File: src/rtl/one_unit_iter_controller.sv
// FastICA fixed-point loop sequencer: one-unit pass, normalise, convergence check.
// Optional RUN watchdog enabled by defining ONE_UNIT_ITER_WATCHDOG_EN.
module one_unit_iter_controller #(
  parameter int                   MAX_ITER    = 16,
  parameter int                   ITER_W      = 5,
  parameter int                   METRIC_W    = 16,
  parameter logic [METRIC_W-1:0]  CONV_THRESH = 16'hFF00,
  parameter int                   NORM_CYCLES = 4,
  parameter int                   TIMEOUT     = 255
) (
  input  logic                clk_fast,
  input  logic                rst,
  input  logic                start,
  input  logic                abort,
  input  logic                fast_busy,
  input  logic                conv_valid,
  input  logic [METRIC_W-1:0] conv_metric,
  output logic                go_fast,
  output logic                en_norm,
  output logic                en_conv,
  output logic                busy,
  output logic                done,
  output logic                converged,
  output logic                error,
  output logic [ITER_W-1:0]   iter_cnt
);

  typedef enum logic [2:0] {
    S_IDLE, S_RUN, S_NORM, S_CONV, S_DONE
  } state_e;

  state_e             state_q, state_d;
  logic               seen_busy_q, seen_busy_d;
  logic [7:0]         norm_cnt_q, norm_cnt_d;
  logic [ITER_W-1:0]  iter_q, iter_d, iter_inc;
  logic               conv_q, conv_d;
`ifdef ONE_UNIT_ITER_WATCHDOG_EN
  logic               err_q, err_d;
  logic [7:0]         wd_q, wd_d;
`endif

  assign iter_inc = iter_q + 1'b1;

  always_comb begin
    state_d     = state_q;
    seen_busy_d = seen_busy_q;
    norm_cnt_d  = norm_cnt_q;
    iter_d      = iter_q;
    conv_d      = conv_q;
`ifdef ONE_UNIT_ITER_WATCHDOG_EN
    err_d       = err_q;
    wd_d        = wd_q;
`endif
    unique case (state_q)
      S_IDLE: begin
        if (start && !abort) begin
          state_d     = S_RUN;
          seen_busy_d = 1'b0;
          iter_d      = '0;
          conv_d      = 1'b0;
`ifdef ONE_UNIT_ITER_WATCHDOG_EN
          err_d       = 1'b0;
          wd_d        = '0;
`endif
        end
      end
      S_RUN: begin
        if (fast_busy) seen_busy_d = 1'b1;
        // busy having dropped after being seen means the pass reached SUB
        if (seen_busy_q && !fast_busy) begin
          state_d    = S_NORM;
          norm_cnt_d = '0;
        end
`ifdef ONE_UNIT_ITER_WATCHDOG_EN
        else if (wd_q == 8'(TIMEOUT - 1)) begin
          state_d = S_DONE;
          err_d   = 1'b1;
          conv_d  = 1'b0;
        end else begin
          wd_d = wd_q + 8'd1;
        end
`endif
      end
      S_NORM: begin
        if (norm_cnt_q == 8'(NORM_CYCLES - 1)) state_d = S_CONV;
        else norm_cnt_d = norm_cnt_q + 8'd1;
      end
      S_CONV: begin
        if (conv_valid) begin
          iter_d = iter_inc;
          if (conv_metric >= CONV_THRESH) begin
            conv_d  = 1'b1;
            state_d = S_DONE;
          end else if (iter_inc == ITER_W'(MAX_ITER)) begin
            state_d = S_DONE;
          end else begin
            state_d     = S_RUN;
            seen_busy_d = 1'b0;
`ifdef ONE_UNIT_ITER_WATCHDOG_EN
            wd_d        = '0;
`endif
          end
        end
      end
      S_DONE:  state_d = S_IDLE;
      default: state_d = S_IDLE;
    endcase
    // cancel leaves result flags and count exactly as they were
    if (abort) begin
      state_d = S_IDLE;
      iter_d  = iter_q;
      conv_d  = conv_q;
`ifdef ONE_UNIT_ITER_WATCHDOG_EN
      err_d   = err_q;
`endif
    end
  end

  always_ff @(posedge clk_fast or posedge rst) begin
    if (rst) begin
      state_q     <= S_IDLE;
      seen_busy_q <= 1'b0;
      norm_cnt_q  <= '0;
      iter_q      <= '0;
      conv_q      <= 1'b0;
`ifdef ONE_UNIT_ITER_WATCHDOG_EN
      err_q       <= 1'b0;
      wd_q        <= '0;
`endif
    end else begin
      state_q     <= state_d;
      seen_busy_q <= seen_busy_d;
      norm_cnt_q  <= norm_cnt_d;
      iter_q      <= iter_d;
      conv_q      <= conv_d;
`ifdef ONE_UNIT_ITER_WATCHDOG_EN
      err_q       <= err_d;
      wd_q        <= wd_d;
`endif
    end
  end

  assign go_fast   = (state_q == S_RUN);
  assign en_norm   = (state_q == S_NORM);
  assign en_conv   = (state_q == S_CONV);
  assign done      = (state_q == S_DONE);
  assign busy      = (state_q != S_IDLE);
  assign converged = conv_q;
  assign iter_cnt  = iter_q;
`ifdef ONE_UNIT_ITER_WATCHDOG_EN
  assign error     = err_q;
`else
  assign error     = 1'b0;
`endif

endmodule

File: config.mk
export PLATFORM = sky130hd
export DESIGN_NAME = one_unit_iter_controller
export DESIGN_NICKNAME = d
export VERILOG_FILES = /design/src/rtl/one_unit_iter_controller.sv
export SDC_FILE = /design/constraint.sdc
export NUM_CORES = 1
export LEC_CHECK = 0
export BUFFER_PORTS_ARGS = -buffer_cell sky130_fd_sc_hd__buf_2
export CAP_MARGIN = 20
export CORE_ASPECT_RATIO = 0.5
export CORE_MARGIN = 10
export CORE_UTILIZATION = 40
export CTS_CLUSTER_DIAMETER = 50
export DETAILED_ROUTE_END_ITERATION = 8
export PLACE_DENSITY = 0.72
export SLEW_MARGIN = 5
export SYNTH_ARGS = -nofsm -noshare
export SYNTH_HDL_FRONTEND = slang
export SYNTH_SLANG_ARGS = --single-unit
File: constraint.sdc
create_clock -name clk_fast -period 1.7 [get_ports clk_fast]
set_input_delay 0.51 -clock clk_fast [delete_from_list [all_inputs] [get_ports clk_fast]]
set_output_delay 0.51 -clock clk_fast [all_outputs]
set_load 0.005 [all_outputs]
* Word level (Yosys, flattened, before mapping)
Index checks and enable logic that the tools add are counted.
** Cells by class
- Add/subtract/negate cells :: 2
- Magnitude comparators :: 1
- Eq/ne operators :: 18
- Muxes and demuxes :: 23
- Bitwise gates (word level) :: 1
- Reductions and logical operators :: 14
** Operator list (count)
- $mux W3 :: 7
- $ge A16 B16 Y1 const B :: 1
- $mux W8 :: 2
- $pmux W8 S2 :: 1
- $ne A2 B2 Y1 const B :: 6
- $pmux W3 S4 :: 1
- $mux W5 :: 2
- $pmux W5 S2 :: 1
- $add A8 B1 Y8 const B :: 1
- $eq A8 B2 Y1 const B :: 1
- $reduce_and A4 Y1 :: 2
- $mux W1 :: 7
- $eq A3 B2 Y1 const B :: 2
- $ne A3 B2 Y1 const B :: 2
- $ne A3 B3 Y1 const B :: 2
- $reduce_and A6 Y1 :: 1
- $reduce_bool A3 Y1 :: 2
- $add A5 B1 Y5 const B :: 1
- $eq A5 B5 Y1 const B :: 1
- $reduce_and A5 Y1 :: 1
- $ne A2 B1 Y1 const B :: 2
- $reduce_bool A2 Y1 :: 2
- $eq A3 B1 Y1 const B :: 1
- $eq A3 B3 Y1 const B :: 1
- other kinds (7) :: 9
** Storage, ports and cells
- Register bits after elaboration :: 18
- Input bits :: 22
- Output and inout bits :: 12
- Word-level logic and storage cells :: 64

* Longest topological paths before layout
Gate-level depths: netlist (run 1).
- Depth in word-level cells :: 7
- Depth in mapped cells :: 7
- Depth with buffers taken out :: 6

* Least setup slack after synthesis (run 1)
No wires, ideal clock.
- Kind :: reg-to-reg
- Start point :: register iter_q[0], in the netlist iter_cnt[0]
- End point :: register state_q[0]
- Library setup time :: 0.066 ns
- Arrival time :: 1.529 ns
- Setup slack :: 0.105 ns
- Stages on the path, launching flop included :: 7
- Clock period less this slack :: 1.595 ns
- Path through :: dfrtp_1 -> ha_1 -> and2_1 -> a21oi_1 -> nor3_1 -> o41ai_1 -> a41o_1
** On the way
- Cells in the longest elaborated chain, start to end :: 7
** Ends and longest elaborated chain
- start, declared :: RTL line 35 : logic [ITER_W-1:0] iter_q, iter_d, iter_inc;
- start signal, assigned :: RTL line 134 : iter_q <= iter_d;
- $add A5 B1 Y5 :: RTL line 42 : assign iter_inc = iter_q + 1'b1;
- $eq A5 B5 Y1 :: RTL line 94 : end else if (iter_inc == ITER_W'(MAX_ITER)) begin
- $mux W3 :: RTL line 94
- $mux W3 :: RTL line 91 : if (conv_metric >= CONV_THRESH) begin
- $mux W3 :: RTL line 89 : if (conv_valid) begin
- $pmux W3 S4 :: RTL line 54 : unique case (state_q)
- $mux W3 :: RTL line 109 : if (abort) begin
- end signal, assigned :: RTL line 131 : state_q <= state_d;
- end, declared :: RTL line 32 : state_e state_q, state_d;
Every way passes these cells. The select of a mux whose other input is x is not followed.
A chain may end at the register's enable or synchronous reset.

* Final worst setup path (run 1)
- Start point :: register state_q[1]
- End point :: output busy
** On the way
- Cells in the longest elaborated chain, start to end :: 1
** Ends and longest elaborated chain
- $reduce_bool A3 Y1 :: RTL line 147 : assign busy = (state_q != S_IDLE);
- end, declared :: RTL line 21 : output logic busy,
Every way passes these cells.

==> results of run 1 <==
[timing repair]
action                                  4_1_cts  5_1_grt
setup buffers                                14        5
endpoints found under the setup margin        6       13
pin swaps                                     7       12
gates resized for setup                      16       15
[registers in the layout (all words and copies together) (netlist names)]
signal and count:
iter_cnt 5, norm_cnt_q 8, seen_busy_q 1, converged 1
state_q 3
[per-layer routing]
metal / share of wire (%) / GRT usage [%]
met3: 5.8 / 3.73
met5: 0 / 0
met2: 51 / 19.6
met1: 41 / 11.6
met4: 2.1 / 2.71
[per-stage QoR]
stage	worst slack, ps	cells	power, W	TNS, ps
final	-124	220	0.00162	-439
after global routing	-187	220	0.00172	-842
after CTS	-117	215	0.00156	-432
after detailed placement	13.2	197	0.00106	0
after global placement	44.3	197	0.00104	0
after floorplan	105	127	0.000915	0
[Yosys cell counts (all sizes together)]
cell type / count
dfrtp: 18
nand2: 16
nor2: 15
o21ai: 9
a21oi: 7
nor3: 7
inv: 5
nand3: 5
xor2: 5
buf: 4
nand4: 4
ha: 3
nand2b: 3
and3: 2
nor3b: 2
o221ai: 2
or2: 2
a211oi: 1
a21boi: 1
a311oi: 1
a32o: 1
a41o: 1
and2: 1
clkinv: 1
conb: 1
nand4bb: 1
nor2b: 1
nor4b: 1
o211ai: 1
o21a: 1
o31ai: 1
o41ai: 1
or3: 1
or3b: 1
xnor2: 1
[final cells by class]
cell class / instances / area [um^2] / area share [%]
sequential: 18 / 454 / 26.2
inverter: 6 / 27.5 / 1.59
timing repair buffer: 56 / 398 / 23.0
multi-input combinational: 99 / 749 / 43.3
tap: 37 / 46.3 / 2.68
clock buffer: 4 / 55.1 / 3.18
[logic make-up (layout without fill, tap and decap cells)]
group | Yosys count | in the layout | share of synthesized area (%)
fa+ha+maj | 3 | 3 | 3.20
buf+inv | 10 | 66 | 5.00
other cells | 1 | 1 | 0.319
flops | 18 | 18 | 38.3
xor+xnor | 6 | 6 | 4.47
compound gates | 27 | 27 | 17.5
simple gates | 62 | 62 | 31.2
[placed cells by master, fill, tap and decap left out, types with 2 or more instances in the layout]
master | synthesis | layout
nand2_1 | 15 | 14
inv_4 | 0 | 2
or2_4 | 1 | 2
nand3_1 | 5 | 5
nand4_1 | 4 | 4
a21oi_2 | 1 | 2
o21ai_1 | 8 | 8
buf_4 | 1 | 27
nor3_1 | 5 | 2
nor2_2 | 3 | 3
o221ai_2 | 2 | 2
a21oi_1 | 6 | 5
buf_2 | 1 | 21
nor3_2 | 2 | 5
ha_1 | 3 | 2
buf_6 | 2 | 8
nand2b_1 | 3 | 2
nor2_1 | 12 | 12
dfrtp_1 | 18 | 15
dfrtp_2 | 0 | 3
xor2_1 | 5 | 5
clkbuf_8 | 0 | 4
inv_1 | 5 | 3
[path summary, 6_finish.rpt]
| kind | start | endpoint | slack [ps] |
|---|---|---|---|
| setup / recovery | state_q[1] | busy | -120 |
| hold / removal | rst | seen_busy_q | 260 |
| min in group clk_fast | abort | state_q[1] | 470 |
| max in group asynchronous | rst | state_q[0] | 1230 |
| setup reg to reg | state_q[1] | state_q[0] | 40 |
| hold reg to reg | norm_cnt_q[0] | norm_cnt_q[0] | 520 |
[power by group through the flow]
stage	clock network, W	logic, W	registers (W)
3_5_place_dp	0	0.000475	0.000585
5_1_grt	0.000395	0.000723	0.000600
3_3_place_gp	0	0.000463	0.000581
2_1_floorplan	0	0.000348	0.000567
6_report	0.000358	0.000672	0.000587
4_1_cts	0.000359	0.000614	0.000584
[tightest hold or removal path, cell delays in order]
cell   delay, ps
buf_2        100
inv_1         40
buf_4        250
==> flow_summary_export.csv, run 1 <==
group,metric,value,unit
die,die_h,58.3,um
drt,dr.pass1.iters,4,
sta,worst_hold_slack,260,ps
die,row_count,13,
clock_tree,clkTransAtPathRegs,70,ps
layout,diodes,0,
clock_tree,clkLatencyLatePin,260,ps
sta,rsz0062_at_grt,"true",
critical_path,r2r_cells,9,
critical_path,path_buf_inv,2,
critical_path,cp.required,1190,ps
power,power.share.clock,22.1,%
drt,vias_per_cell,5.35,
run,cap_violations,0,
placed_design,numPortBuffers,24,
outcome,violations,"setup timing",
sta,finalHoldViolCount,0,
die,die_w,96.6,um
outcome,status,"finished, violations left",
sta,slew_violations,0,
die,core_region_area,0.00270,mm^2
logic_synthesis,ys_top_cells_by_area,"dfrtp_1 (38%), nand2_1 (4.8%), nor2_1 (3.8%)",
logic_synthesis,syn_area,0.00117,mm^2
logic_synthesis,yosysWarnings,0,
placed_design,dp_hpwl,2130,um
logic_synthesis,ys_ff_latch,18,
sta,finalSetupViolations,5,
clock_tree,cts_tree,"done",
critical_path,crit_path_top_delay_cell,"dfrtp_2",
power,internal_power,0.00108,W
sta,worst_slack,-124,ps
placed_design,gp_congestion,0.831,
min_path,holdCritPathClass,"in -> async",
grt,track_usage,10.6,%
logic_synthesis,yosysTopAreaCellShare,38.3,%
clock_tree,cts_hold_buf,0,
critical_path,critPathTopFamily,"flip-flops",
logic_synthesis,synth.yosys.seq_area_share,38.3,%
power,swShare,33.5,%
logic_synthesis,syn_avg_cell_area,9.25,um^2
power,combinationalPowerShare,41.6,%
layout,drive_gt1_share,53.0,%
logic_synthesis,syn_inst,127,
grt,grt_pass1_vias,1133,
die,initial_core_util,43.5,%
layout,nets,209,
logic_synthesis,ys_types,45,
critical_path,path_depth,3,
power,power_density,935,mW/mm^2
sta,final.period_utilization,107,%
grt,grt_pass1_wl,5140,um
power,p_sw,0.000542,W
clock_tree,cts_root_buf,"clkbuf_8",
critical_path,critPathKind,"reg -> out",
critical_path,endpoint_kind,"output pin",
critical_path,cp_max_fo,5,
drt,num_vias,1176,
drt,wire_per_inst,14.8,um
layout,nFillCells,210,
grt,grt_overflow,0,
layout,post-route-util,64.1,%
sta,clock.fmax,548,MHz
die,ioPinCount,34,
critical_path,crit_path_start_kind,"flip-flop",
power,p_leak,0.835,nW
die,die-area,0.00564,mm^2
logic_synthesis,synth.largest_area_cell,"dfrtp_1",
critical_path,cp.arrival,1310,ps
layout,area_growth_syn_to_layout,47.3,%
sta,finalClockSkew,1.97,ps
critical_path,crit_chain,"buf_6 -> or3_1 -> buf_2",
clock_tree,cts.path.max_buffers,2,
drt,ant_nets,0,
clock_tree,htree_levels,1,
grt,grt_max_degree,19,
clock_tree,cts-buffers-inserted,3,
power,pwr-share-seq,36.3,%
layout,finalInstanceArea,0.00173,mm^2
power,irDropWorstVdd,0.000442,V
drt,drt_iter0_drc,61,
placed_design,dpl_cell_area,0.00140,mm^2
sta,min_period,1820,ps
grt,antenna_found_initial,0,
logic_synthesis,synth_nets,152,
clock_tree,clock_sinks,18,
critical_path,critical_path.max_stage_delay,460,ps
drt,wl,3260,um
drt,drc,0,
(Power assumes the default switching activity.)
==> run 2, diff against run 1 <==
--- a/config.mk
+++ b/config.mk
@@ -13,6 +13,7 @@
 export CTS_CLUSTER_DIAMETER = 50
 export DETAILED_ROUTE_END_ITERATION = 8
 export PLACE_DENSITY = 0.72
+export REMOVE_ABC_BUFFERS = 1
 export SLEW_MARGIN = 5
 export SYNTH_ARGS = -nofsm -noshare
 export SYNTH_HDL_FRONTEND = slang
==> flow_summary_export.csv, run 2 (synthesized netlist as in run 1, its figures left out) <==
group,metric,value,unit
outcome,status,"finished, violations left",
outcome,violations,"setup timing",
critical_path,cp_max_fo,4,
layout,largest_reg_flops,8,
sta,clock.fmax,561,MHz
critical_path,cp.required,1190,ps
sta,rsz0062_at_grt,"true",
grt,track_usage,9.87,%
sta,finalSetupViolations,4,
grt,grt_pass1_wl,4680,um
clock_tree,clkLatencyLatePin,250,ps
drt,num_vias,1055,
clock_tree,clkTransAtPathRegs,60,ps
placed_design,numPortBuffers,24,
drt,drc,0,
clock_tree,cts.path.max_buffers,2,
sta,min_period,1780,ps
layout,top_register,"norm_cnt_q",
critical_path,crit_path_start_kind,"flip-flop",
clock_tree,clock_sinks,18,
power,p_leak,0.741,nW
grt,grt_overflow,0,
critical_path,cp.arrival,1270,ps
drt,wl,2780,um
power,irDropWorstVdd,0.000498,V
placed_design,dp_hpwl,2060,um
sta,finalClockSkew,0.963,ps
layout,final_common_cell,"buf_2",
grt,antenna_found_initial,0,
drt,ant_nets,0,
layout,nFillCells,229,
min_path,holdCritPathClass,"in -> async",
clock_tree,cts_hold_buf,0,
layout,finalInstanceArea,0.00157,mm^2
drt,dr.pass1.iters,4,
clock_tree,cts_root_buf,"clkbuf_8",
critical_path,crit_chain,"buf_6 -> or3_1 -> buf_2",
sta,final.period_utilization,105,%
critical_path,path_buf_inv,2,
grt,grt_max_degree,19,
layout,final_cell_mix,"buf_2 (21), buf_4 (16), dfrtp_1 (15)",
layout,diodes,0,
placed_design,dpl_cell_area,0.00139,mm^2
sta,slew_violations,0,
layout,post-route-util,58.2,%
sta,worst_slack,-81.2,ps
layout,nets,196,
die,die_h,58.3,um
grt,grt_pass1_vias,1036,
layout,drive_gt1_share,46.7,%
clock_tree,cts_tree,"done",
run,cap_violations,0,
drt,vias_per_cell,5.12,
power,power_density,920,mW/mm^2
clock_tree,cts-buffers-inserted,3,
critical_path,crit_path_top_delay_cell,"dfrtp_2",
critical_path,endpoint_kind,"output pin",
die,row_count,13,
die,initial_core_util,43.5,%
critical_path,r2r_slack,80,ps
die,die-area,0.00564,mm^2
placed_design,gp_congestion,0.811,
critical_path,critPathKind,"reg -> out",
critical_path,critPathTopFamily,"flip-flops",
drt,wire_per_inst,13.5,um
clock_tree,htree_levels,1,
die,core_region_area,0.00270,mm^2
die,die_w,96.6,um
layout,area_growth_syn_to_layout,33.7,%
drt,drt_iter0_drc,25,
die,ioPinCount,34,
critical_path,critical_path.max_stage_delay,440,ps
sta,finalHoldViolCount,0,
## run 2: metrics by stage
stage / worst slack, ps / hold WS [ps] / cells / setup TNS, ps / power (W)
floorplan: 70.4 / 449 / 123 / 0 / 0.000885
global route: -130 / 293 / 206 / -451 / 0.00154
global placement: 21.7 / 499 / 195 / 0 / 0.00104
finish: -81.2 / 260 / 206 / -232 / 0.00144
detailed placement: 17.6 / 508 / 195 / 0 / 0.00106
CTS: -99.0 / 268 / 204 / -307 / 0.00143
## run 2: repair_timing
| item | 4_1_cts | 5_1_grt |
|---|---|---|
| setup endpoints to repair | 4 | 10 |
| buffers inserted | 6 | 2 |
| pin swaps | 2 | 6 |
| resized for setup | 10 | 11 |
| endpoints found under the hold margin | 0 | 0 |
## run 2: layout make-up
type                    instances  area (um^2)  area share [%]
clock buffers                   3         41.3            2.63
inverters                       6         25.0            1.59
multi-input cells              99          711            45.3
flip-flops and latches         18          454            28.9
well taps                      37         46.3            2.95
repair buffers                 43          293            18.6
## run 2: path summary, 6_finish.rpt
| kind | from | end | cells past startpoint |
|---|---|---|---|
| min in group clk_fast | abort | state_q[1] | 2 |
| worst max-delay path | state_q[0] | busy | 3 |
| worst min-delay path | rst | iter_cnt[4] | 3 |
| max in group asynchronous | rst | state_q[1] | 3 |
| worst min register to register | norm_cnt_q[0] | norm_cnt_q[0] | 1 |
| worst max register to register | iter_cnt[1] | state_q[0] | 6 |
## run 2: metal layers
layer,GRT usage [%],part of all wire (%)
met1,9.98,41
met2,18.5,53
met3,2.68,4.0
met4,5.85,2.7
met5,0,0
## run 2: worst reg2reg max path, cell delays in order (launching register included)
cell	delay [ps]
dfrtp_1	390
ha_2	200
and2_1	190
a21oi_2	150
nor3_2	70
o41ai_2	350
a41o_1	210
## run 2: report_power, final
part,leakage (nW),switching (W),internal [W]
registers,0.242,0.0000895,0.000494
clock network,0.0216,0.000137,0.000157
logic,0.478,0.000256,0.000310
